$ cat src/rtl/ps2_mouse_packetizer.sv
// PS/2 mouse host packetizer: enables data reporting, then assembles 3-byte packets.
module ps2_mouse_packetizer #(
  parameter int unsigned ACK_TIMEOUT = 2500000,
  parameter int unsigned BYTE_GAP    = 100000,
  parameter int unsigned MAX_RETRY   = 3
) (
  input  logic       CLK,
  input  logic       RST,
  input  logic [7:0] rx_data,
  input  logic       rx_done,
  input  logic       tx_done,
  output logic [7:0] tx_data,
  output logic       tx_write,
  output logic       streaming,
  output logic       fail,
  output logic       pkt_valid,
  output logic       btn_left,
  output logic       btn_right,
  output logic       btn_mid,
  output logic [8:0] dx,
  output logic [8:0] dy,
  output logic       x_ovf,
  output logic       y_ovf
);

  localparam int unsigned TimerMax = (ACK_TIMEOUT > BYTE_GAP) ? ACK_TIMEOUT : BYTE_GAP;
  localparam int unsigned TimerW   = $clog2(TimerMax) + 1;
  localparam int unsigned RetryW   = (MAX_RETRY < 1) ? 1 : $clog2(MAX_RETRY + 1);

  localparam logic [TimerW-1:0] AckLim   = TimerW'(ACK_TIMEOUT);
  localparam logic [TimerW-1:0] GapLim   = TimerW'(BYTE_GAP);
  localparam logic [RetryW-1:0] MaxRetry = RetryW'(MAX_RETRY);

  typedef enum logic [2:0] {
    StSend,
    StWaitTx,
    StWaitAck,
    StFailed,
    StStream
  } state_e;

  state_e              state_q, state_d;
  logic [TimerW-1:0]   timer_q, timer_d, timer_inc;
  logic [RetryW-1:0]   retry_q, retry_d;
  logic [1:0]          idx_q, idx_d;
  // Header byte without the sync bit: {b7, b6, b5, b4, b2, b1, b0}.
  logic [6:0]          hdr_q, hdr_d;
  logic [7:0]          xb_q, xb_d;
  logic                tx_write_q, tx_write_d;
  logic                streaming_q, streaming_d;
  logic                fail_q, fail_d;
  logic                pkt_valid_q, pkt_valid_d;
  logic [2:0]          btn_q, btn_d;
  logic [8:0]          dx_q, dx_d;
  logic [8:0]          dy_q, dy_d;
  logic [1:0]          ovf_q, ovf_d;

  // Saturating increment shared by the ack timeout and the inter-byte gap timer.
  assign timer_inc = (timer_q == '1) ? timer_q : timer_q + TimerW'(1);

  // Next-state logic for the enable handshake and the packet assembler.
  always_comb begin
    state_d     = state_q;
    timer_d     = timer_q;
    retry_d     = retry_q;
    idx_d       = idx_q;
    hdr_d       = hdr_q;
    xb_d        = xb_q;
    tx_write_d  = 1'b0;
    streaming_d = streaming_q;
    fail_d      = fail_q;
    pkt_valid_d = 1'b0;
    btn_d       = btn_q;
    dx_d        = dx_q;
    dy_d        = dy_q;
    ovf_d       = ovf_q;

    unique case (state_q)
      StSend: begin
        tx_write_d = 1'b1;
        state_d    = StWaitTx;
      end
      StWaitTx: begin
        if (tx_done) begin
          timer_d = '0;
          state_d = StWaitAck;
        end
      end
      StWaitAck: begin
        timer_d = timer_inc;
        // A received byte wins over a simultaneous timeout.
        if (rx_done && (rx_data == 8'hFA)) begin
          streaming_d = 1'b1;
          timer_d     = '0;
          state_d     = StStream;
        end else if (rx_done || (timer_q >= AckLim)) begin
          retry_d = retry_q + RetryW'(1);
          if (retry_d < MaxRetry) begin
            state_d = StSend;
          end else begin
            fail_d  = 1'b1;
            state_d = StFailed;
          end
        end
      end
      StFailed: begin
        state_d = StFailed;
      end
      StStream: begin
        if (rx_done) begin
          timer_d = '0;
          unique case (idx_q)
            2'd0: begin
              if (rx_data[3]) begin
                hdr_d = {rx_data[7:4], rx_data[2:0]};
                idx_d = 2'd1;
              end
            end
            2'd1: begin
              xb_d  = rx_data;
              idx_d = 2'd2;
            end
            default: begin
              btn_d       = hdr_q[2:0];
              dx_d        = {hdr_q[3], xb_q};
              dy_d        = {hdr_q[4], rx_data};
              ovf_d       = {hdr_q[6], hdr_q[5]};
              pkt_valid_d = 1'b1;
              idx_d       = 2'd0;
            end
          endcase
        end else if (idx_q != 2'd0) begin
          timer_d = timer_inc;
          if (timer_q >= GapLim) begin
            idx_d = 2'd0;
          end
        end
      end
      default: begin
        state_d = StSend;
      end
    endcase
  end

  // State and registered outputs with synchronous active-high reset.
  always_ff @(posedge CLK) begin
    if (RST) begin
      state_q     <= StSend;
      timer_q     <= '0;
      retry_q     <= '0;
      idx_q       <= 2'd0;
      hdr_q       <= '0;
      xb_q        <= '0;
      tx_write_q  <= 1'b0;
      streaming_q <= 1'b0;
      fail_q      <= 1'b0;
      pkt_valid_q <= 1'b0;
      btn_q       <= '0;
      dx_q        <= '0;
      dy_q        <= '0;
      ovf_q       <= '0;
    end else begin
      state_q     <= state_d;
      timer_q     <= timer_d;
      retry_q     <= retry_d;
      idx_q       <= idx_d;
      hdr_q       <= hdr_d;
      xb_q        <= xb_d;
      tx_write_q  <= tx_write_d;
      streaming_q <= streaming_d;
      fail_q      <= fail_d;
      pkt_valid_q <= pkt_valid_d;
      btn_q       <= btn_d;
      dx_q        <= dx_d;
      dy_q        <= dy_d;
      ovf_q       <= ovf_d;
    end
  end

  assign tx_data   = 8'hF4;
  assign tx_write  = tx_write_q;
  assign streaming = streaming_q;
  assign fail      = fail_q;
  assign pkt_valid = pkt_valid_q;
  assign btn_left  = btn_q[0];
  assign btn_right = btn_q[1];
  assign btn_mid   = btn_q[2];
  assign dx        = dx_q;
  assign dy        = dy_q;
  assign x_ovf     = ovf_q[0];
  assign y_ovf     = ovf_q[1];

endmodule
$ cat config.mk
export PLATFORM = sky130hd
export DESIGN_NAME = ps2_mouse_packetizer
export DESIGN_NICKNAME = d
export VERILOG_FILES = /design/src/rtl/ps2_mouse_packetizer.sv
export SDC_FILE = /design/constraint.sdc
export NUM_CORES = 1
export LEC_CHECK = 0
export ABC_AREA = 0
export CORE_MARGIN = 1.5
export CORE_UTILIZATION = 52
export CTS_CLUSTER_SIZE = 12
export DETAILED_ROUTE_END_ITERATION = 12
export PLACE_DENSITY_LB_ADDON = 0.2
export SLEW_MARGIN = 10
export SYNTH_ARGS = -nofsm -noshare
export SYNTH_HDL_FRONTEND = slang
export SYNTH_SLANG_ARGS = --single-unit
$ cat constraint.sdc
create_clock -name CLK -period 2.7 [get_ports CLK]
set_input_delay 0.675 -clock CLK [delete_from_list [all_inputs] [get_ports CLK]]
set_output_delay 0.675 -clock CLK [all_outputs]
set_load 0.1 [all_outputs]
# [Yosys cells after proc, flatten, opt, wreduce, memory -nomap -nowiden]
# Cells that the tools add are included.
[totals] ff_bits=72 latchBits=0 ramBits=0 romBits=0 inputBits=12 out_inout_bits=35 word_cells=72 memories=0
[op_classes] addsub=2 n_mul=0 div=0 n_lt_le_gt_ge=3 eq_ne=11 n_shift=0 mux=18 bitwise=5 n_reduce_logical=19
[ops] operator="two-way mux 23 bit" count=5
[ops] operator="case mux 23 bit (3 select lines)" count=1
[ops] operator="adder 23 x 1 -> 23 bit, second input constant" count=1
[ops] operator="== test 23 bit, second input constant" count=1
[ops] operator="greater-or-equal comparator 23 x 17 -> 1 bit, second input constant" count=1
[ops] operator="greater-or-equal comparator 23 x 22 -> 1 bit, second input constant" count=1
[ops] operator="case mux 3 bit (5 select lines)" count=1
[ops] operator="AND reduction 3 bit" count=5
[ops] operator="AND reduction 4 bit" count=3
[ops] operator="two-way mux 2 bit" count=5
[ops] operator="two-way mux 3 bit" count=3
[ops] operator="inequality test 3 bit, second input constant" count=3
[ops] operator="== test 8 bit, second input constant" count=1
[ops] operator="== test 3 x 2 -> 1 bit, second input constant" count=2
[ops] operator="nonzero test 2 bit" count=3
[ops] operator="inverter 1 bit" count=5
[ops] operator="case mux 2 bit (2 select lines)" count=1
[ops] operator="== test 3 x 1 -> 1 bit, second input constant" count=1
[ops] operator="== test 3 bit, second input constant" count=1
[ops] operator="logical NOT 3 bit" count=1
[ops] operator="nonzero test 3 bit" count=1
[ops] operator="OR reduction 3 bit" count=1
[ops] operator="adder 2 x 1 -> 2 bit, second input constant" count=1
[ops] operator="== test 2 x 1 -> 1 bit, second input constant" count=1
[ops] operator="8 further kinds" count=9

# [Depth between registers and ports, before layout]
[depth] depth_word=6 mapped_depth=7 depth_no_buf=6

# [Worst setup path after synthesis]
# OpenSTA, ideal clock, no wires.
[synth_path] path_kind="input port to flip-flop" startpoint="in rx_data[0]" endpoint="reg retry_q[1]" setup_ns=0.087 t_arrival_ns=2.271 required_ns=2.613 slack_ns=0.342 path_stages=5 path_buffers=0 path_cell_list="or3b_2 or3_1 and3_1 or4b_1 o31ai_1"
[synth_via] elab_chain_cells=4
[synth_rtl] item="start: declaration" line="9" rtl="input logic [7:0] rx_data,"
[synth_rtl] item="== test 8 bit" line="92" rtl="if (rx_done && (rx_data == 8'hFA)) begin"
[synth_rtl] item="logical AND 1 bit" line="92"
[synth_rtl] item="inverter 1 bit (no source line)"
[synth_rtl] item="AND reduction 3 bit (no source line)"
[synth_rtl] item="end signal: assignment" line="165" rtl="retry_q <= retry_d;"
[synth_rtl] item="end: declaration" line="44" rtl="logic [RetryW-1:0] retry_q, retry_d;"
# No other way between the ends.
# A chain may end at the register's enable or synchronous reset.

# [Worst setup path after layout]
[layout_path] startpoint="in rx_data[1]" endpoint="reg retry_q[1]"
# Same word-level chain as after synthesis.

==> impl_results.md <==
* Peak VDD IR at 0.4362 mV
* Flop2flop setup slack at 0.26 ns
* Die area at between 0.006 and 0.007 mm²
* Crit start category: input port
* Yosys warns at 0
* Critical path's slowest cell: or3b_2
* IO Pins at 47
* Synthesized area at between 0.003 and 0.004 mm²
* Area share of the largest cell type after synthesis at 0.4318
* RSZ-0062 raised after global routing: no
* WP data arrival at roughly 2.9 ns
* Outcome: finished clean
* CTS tree: built
* Storage cell area at roughly 0.0014 mm²
* Max incr delay on CP at 0.50 ns
* WL/cell at 13.75 µm
* Hold Slack at 0.4506 ns
* Main area contributors after synthesis: dfxtp_1 (43%), nand2_1 (7.0%), mux2i_1 (6.3%)
* Critical Path Start: rx_data[1]
* # Post-CTS Setup Buffers at 0
* Post-synthesis sequential area ratio at 0.4318
* Starting Density at 0.5318
* CP Depth at 6
* Reg2reg end: timer_q[20]
* DP Wirelength at roughly 5.2 mm
* Cells after Synth at 395
* Largest fanout on the critical path at 4
* First-pass GRT wire length at between 10 and 15 mm
* Clock buffer depth at 2
* Vias at 2910
* Largest net degree at the start of global routing at 26
* H-Tree Depth at 3
* WP buf/inv at 1
* Number of clock sinks at 72
* PostCTS Resize Cnt at 0
* Ant. Diodes at 0
* Antenna-violating nets left at 0
* I/O Buffers at 38
* Final setup fails at 0
* Number of synthesized flops with an enable pin at 0
* Core area at 0.006277 mm²
* Mean area per synthesized cell at 8.451 µm²
* R2R cell count at 6
* Vias in the first global route at between 2000 and 3000
* Post-synth top area cell: dfxtp_1
* Clock Tree Root: clkbuf_8
* Die Span X at between 80 and 90 µm
* Layout area overhead at 21.74%
* Fin crit period at around 2.6 ns
* Leak pwr at 0.001570 µW
* Clock-pin slew on the worst setup and hold paths at around 0.080 ns
* Predominant post-synthesis flop cell: dfxtp_1
* Critical Path Sink: retry_q[1]
* Hold Buf Count CTS at 0
* Gr usage total at 0.2132
* FF+latch count, synth at 72
* Routed wire length at 7.285 mm
* Skew-Pair Late Insertion Delay at 0.34 ns
* Die height at 83.12 µm
* Relative slew margins at 0.5397
* Critical-path cell list: clkdlybuf4s50_1 -> or3b_2 -> or3_1 -> and3_1 -> or4b_1 -> o31ai_1
* Pwr Density at between 500 and 600 mW/mm²
* Post-Place Cells at ~510
* Most frequent cells in the layout: dfxtp_1 (72), nand2_1 (62), buf_4 (58), nor2_1 (43), a21oi_1 (31)
* GRT overflow at 0
* Final hold violations at 0
* Kind of critical path: input port to flop
* Tcrit/Tclk final at 0.9637
* Worst r2r src: timer_q[0]
* Final net count at 463
* Highest clock rate at 384.3 MHz
* Layout cell share with drive strength beyond 1 at 0.1943
* Clock skew at 0.01216 ns
* Final Wtd Congestion at 0.8291
* DRC viols at 0
* Via density at 5.491
* Leading cell type in the layout, fill and taps excluded: dfxtp_1
* Starting DRT DRC Count at 143
* Pins Over Slew Limit at 0
* Worst setup EP type: flop
* Layout Cells excl Fill at 530
* CP delay by family, top: simple AND/OR/NAND/NOR gates
* Post-synthesis async set-or-reset flop share at 0
* Tightest Hold Check Type: flop to flop
* # rows at 29
* Max_cap viols at 0
* Worst path required time at 2.95 ns
* Yosys cell types at 54
* Area of the multi-input gates at 0.001727 mm²
* Setup Total Neg Slack at 0 ns
* # fillers at 561
* Antenna violations before repair at 0
* DR pass1 iterations at 4
* Slew at the pin closest to its max-slew limit at ~0.69 ns
* Number of buffers created by CTS at 9
-- worst min path at each step --
stage,start,endpoint,slack (ns),cells past startpoint
final,hdr_q[0],btn_q[0],0.45,2
after global routing,xb_q[1],dx[1],0.47,2
after CTS,hdr_q[0],btn_q[0],0.45,2
after detailed placement,xb_q[0],dx[0],0.44,2
after global placement,xb_q[3],dx[3],0.44,2
after floorplan,hdr_q[0],btn_q[0],0.43,2
-- synthesized netlist by cell type, types with 2 or more instances --
library cell	count
and3_1	2
or3b_2	3
nor4_1	6
or4_4	2
a211oi_1	8
o31ai_1	3
a311oi_1	3
ha_1	3
clkbuf_1	21
o2111ai_1	3
nand3b_1	2
buf_4	8
nor3b_2	2
dfxtp_1	72
a21oi_1	31
nor3_1	7
a2111oi_0	2
a31oi_1	3
nand2b_1	2
conb_1	2
nand2_1	62
nand3_1	8
nor4b_1	2
buf_2	4
nand4b_1	3
mux2i_1	21
or3_1	8
and4_1	2
inv_1	9
nor2_1	43
xnor2_1	9
o21ai_0	9
nand4_1	9
-- final cells by class --
class / count / share of cell area
well taps: 77 / 0.02371
clock buffers: 10 / 0.03140
clock inverters: 6 / 0.02278
flip-flops and latches: 72 / 0.3547
multi-input cells: 287 / 0.4249
inverters: 9 / 0.008313
repair buffers: 69 / 0.1342
-- tightest hold or removal path, delay by kind of cell (launching register included) --
| kind | cells | cell delay (ns) |
|---|---|---|
| AO/OA/AOI/OAI | 1 | 0.05 |
| flip-flops | 1 | 0.31 |
| AND/OR/NAND/NOR | 1 | 0.05 |
-- cell families (layout without fill, tap and decap cells) --
kind of cell               Yosys count  count (layout)  synth area share
and+or+nand+nor                    171             171            0.2594
AOI/OAI and AO/OA                   73              73            0.1451
DFF                                 72              72            0.4318
buffers and inverters               42              94           0.05772
muxes                               22              22           0.06634
xor gates and xnor gates            10              10           0.02624
adders and majority gates            3               3           0.01125
other                                2               8          0.002250
-- flip-flops by register name (all words and copies together), names as in the netlist --
name / count
dy: 9
idx_q: 2
pkt_valid: 1
retry_q: 2
btn_q: 3
hdr_q: 7
timer_q: 23
streaming: 1
state_q: 3
xb_q: 8
dx: 9
ovf_q: 2
tx_write: 1
fail: 1
-- metrics by stage --
stage	area (µm²)	worst slack (ns)	power [µW]	util
2_1_floorplan	3361	0.3424	1250	-
4_1_cts	4064	0.1010	2238	0.6474
5_1_grt	4064	0.02567	2309	0.6474
3_3_place_gp	3844	-0.2046	1308	0.6123
3_5_place_dp	3844	-0.2232	1310	0.6123
6_report	4064	0.09810	2219	0.6474
-- power by group --
part / switching (µW) / internal (µW)
sequential: 15.1 / 1070
combinational: 134 / 68.2
clock: 407 / 525
-- per-layer routing --
metal,share of wire,global-route usage,up-vias
met5,0,0,-
met4,0.012,0.06970,0
met3,0.034,0.03280,11
met2,0.44,0.3200,54
met1,0.51,0.3142,1352
li1,-,-,1493
Note: power is estimated with default switching activity, not from simulation.
